===== src/rtl/full_adder_pkg.sv =====
// Shared sum/carry expression for the one-bit full adder cell.
// Bitwise operators keep X/Z propagation identical to the textbook equations.
package full_adder_pkg;

  function automatic logic [1:0] fa_sum_carry(input logic a, input logic b, input logic ci);
    logic sum;
    logic carry;
    sum   = a ^ b ^ ci;
    carry = (a & b) | (a & ci) | (b & ci);
    return {carry, sum};
  endfunction

endpackage


===== src/rtl/full_adder.sv =====
// One-bit full adder with a combinational sum/carry path plus an optional
// registered copy of the result and a saturating carry-event counter.
module full_adder
  import full_adder_pkg::*;
#(
  parameter int CNT_W = 8
) (
  output logic             s,
  output logic             co,
  input  logic             a,
  input  logic             b,
  input  logic             ci,
  input  logic             clk,
  input  logic             rst_n,
  input  logic             in_valid,
  output logic             s_q,
  output logic             co_q,
  output logic             out_valid,
  output logic [CNT_W-1:0] carry_cnt
);

  localparam logic [CNT_W-1:0] CNT_MAX = '1;

  // Port order keeps the classic positional FA(s, co, a, b, ci) hookup legal.
  assign {co, s} = fa_sum_carry(a, b, ci);

  always_ff @(posedge clk or negedge rst_n) begin
    if (!rst_n) begin
      s_q       <= 1'b0;
      co_q      <= 1'b0;
      out_valid <= 1'b0;
      carry_cnt <= '0;
    end else begin
      out_valid <= in_valid;
      if (in_valid) begin
        s_q  <= s;
        co_q <= co;
        // Saturate rather than wrap so a long debug run never reports a small count.
        if (co && (carry_cnt != CNT_MAX)) begin
          carry_cnt <= carry_cnt + {{(CNT_W-1){1'b0}}, 1'b1};
        end
      end
    end
  end

endmodule


===== config.mk =====
export PLATFORM = sky130hd
export DESIGN_NAME = full_adder
export DESIGN_NICKNAME = d
export VERILOG_FILES = /design/src/rtl/full_adder_pkg.sv /design/src/rtl/full_adder.sv
export SDC_FILE = /design/constraint.sdc
export NUM_CORES = 1
export LEC_CHECK = 0
export CAP_MARGIN = 20
export CELL_PAD_IN_SITES_DETAIL_PLACEMENT = 1
export CELL_PAD_IN_SITES_GLOBAL_PLACEMENT = 2
export CORE_MARGIN = 8
export CORE_UTILIZATION = 42
export CTS_BUF_LIST = sky130_fd_sc_hd__clkbuf_4
export DETAILED_ROUTE_END_ITERATION = 16
export DONT_BUFFER_PORTS = 1
export MAX_ROUTING_LAYER = met4
export PLACE_DENSITY = 0.82
export SYNTH_ARGS = -nofsm -noshare
export SYNTH_HDL_FRONTEND = slang
export SYNTH_SLANG_ARGS = --single-unit
export TNS_END_PERCENT = 1

===== constraint.sdc =====
create_clock -name clk -period 3.8 [get_ports clk]
set_input_delay 1.14 -clock clk [delete_from_list [all_inputs] [get_ports clk]]
set_output_delay 1.14 -clock clk [all_outputs]
set_load 0.1 [all_outputs]

==> results_dict.tcl <==
set metrics [dict create \
    status "completed" \
    placementRows 13 \
    arrival_ps 1980 \
    wl_um 1280 \
    tns_ps 0 \
    setup_ws_ps 680 \
    cp_slowest_cell "fa_1" \
    layout-drive-gt1-share_pct 21.6 \
    cts_buffer_depth 2 \
    ys_seq_area_share_pct 50.0 \
    worst_pin_slew_ps 1130 \
    max_slew_margin_pct 24.9 \
    drv_slew 0 \
    syn_to_final_growth_pct 10.7 \
    drc 0 \
    crit_path_end_kind "output pin" \
    synth_common_cells "11 x dfrtp_1, 4 x a21oi_1, 4 x nand2_1" \
    post-route-util_pct 48.0 \
    synthArstFlopShare_pct 100 \
    drtPass1Iterations 1 \
    fillerInstances 138 \
    drt_iter0_markers 0 \
    finalWeightedCongestion 0.830 \
    hp-class "in2async" \
    dp_slack_ps 675 \
    synth_edf_count 0 \
    yosysWarnings 0 \
    ys_ff_latch 11 \
    vias_per_cell 5.89 \
    grt_antenna_before_repair 0 \
    numCtsBuffers 3 \
    start_util_pct 43.4 \
    drv_cap 0 \
    grt_max_degree 12 \
    die_x_um 52.2 \
    die_area_mm2 0.00273 \
    cts_hold_buffers 0 \
    cp.required_ps 2660 \
    path_class "in2out" \
    ant_nets 0 \
    cp_slowest_stage_delay_ps 840 \
    hold_viol_final 0 \
    n_antenna_cell 0 \
    avgSynthCellArea_um2 12.0 \
    clock_skew_ps 4.48 \
    io_buffers 0 \
    rsz0062_at_grt "no" \
    synth.largest_area_cell "dfrtp_1" \
    cts_tree "yes" \
    hpwl_um 1020 \
    cp_max_fo 3 \
    synth_most_common_cell "dfrtp_1" \
    die_h_um 52.2 \
    cts_post_setup_buffers_inserted 0 \
    cts_root_buf "clkbuf_4" \
    post_cts_resized 0 \
    synth_cell_types 23 \
    grt_pass1_vias 439 \
    path_cells "fa_1" \
    critPathTopFamily "adder cells" \
    num_io_pins 19 \
    startpoint_type "primary input" \
    yosys-top-cells-area "dfrtp_1 50%, mux2_2 6.1%, a2111oi_4 5.0%, a21oi_1 3.6%, fa_1 3.6%" \
    finalSetupViolCount 0 \
    syn_nets 54 \
    max_freq_ghz 0.320 \
    clk_latency_ps 270 \
    cp_num_buf_inv 0 \
    final_nets 60 \
    grt_overflow 0 \
    grtUsageTotal_pct 10.9 \
    period_share_pct 82.1 \
    cts-htree-levels 1 \
    synthCells 46 \
    core_mm2 0.00127 \
    clock_sinks 11 \
    synth_flop_cell "dfrtp_1" \
    wl_per_cell_um 19.3 \
    path_clk_slew_ps 70 \
    netlist_area_um2 551 \
    dr_total_vias 389 \
    grt_pass1_wl_um 2130 \
    fin_crit_ps 3120 \
    synth.top_cell.area_share_pct 50.0 \
]
-- layout by cell type (no fill, tap or decap), drive strengths merged, types with 2 or more instances in the layout --
| master | netlist | layout |
|---|---|---|
| dfrtp | 11 | 11 |
| a21oi | 4 | 4 |
| nand2 | 4 | 4 |
| clkbuf | 0 | 4 |
| mux2 | 4 | 4 |
| nand4 | 3 | 3 |
| o21ai | 3 | 3 |
| inv | 2 | 2 |
| and3 | 2 | 2 |
| buf | 1 | 2 |
-- kinds of logic (layout without fill, tap and decap cells) --
logic type | after synthesis | count (layout) | synth area share [%]
AND/OR/NAND/NOR | 12 | 12 | 13.0
buffers and inverters | 3 | 8 | 2.27
multiplexers | 4 | 4 | 8.18
flip-flops | 11 | 11 | 50.0
adder cells (fa/ha/maj) | 2 | 2 | 5.91
XOR/XNOR | 2 | 2 | 3.18
AO/OA/AOI/OAI | 12 | 12 | 17.5
-- worst paths after layout --
kind / start / endpoint / slack [ps] / cells after the start
setup / recovery: b / co / 680 / 1
hold / removal: rst_n / carry_cnt[5] / 560 / 0
min in group clk: carry_cnt[0] / carry_cnt[0] / 790 / 2
hold reg to reg: carry_cnt[0] / carry_cnt[0] / 790 / 2
max in group asynchronous: rst_n / carry_cnt[4] / 3170 / 0
setup reg to reg: carry_cnt[1] / carry_cnt[1] / 1470 / 4
-- routing by layer --
layer	vias up	share of wire (%)	track usage, %
li1	181	-	-
met1	191	39	11.1
met2	13	50	16.4
met3	4	9.3	5.40
met4	0	2.3	6.47
met5	-	0	-
-- final cells by class --
type	instances	area, um2	share of cell area (%)
Clock buffer	4	30.0	4.93
Tap cell	15	18.8	3.08
Multi-Input combinational cell	32	263	43.1
Sequential cell	11	275	45.2
Inverter	2	7.51	1.23
Timing Repair Buffer	2	15.0	2.46
-- flip-flops by register name, summed over array words and instances (netlist names) --
signal and count:
s_q 1, carry_cnt 8, out_valid 1, co_q 1
-- through the flow --
stage / instance area, um2 / cells / hold WS [ps]
CTS: 609 / 66 / 546
floorplan: 551 / 46 / 844
detailed placement: 579 / 62 / 777
global route: 609 / 66 / 539
finish: 609 / 66 / 558
global placement: 579 / 62 / 771
Power is left out: the tool's default activity adds up to more than one toggle a clock period on the data nets, which glitch-free logic cannot reach.
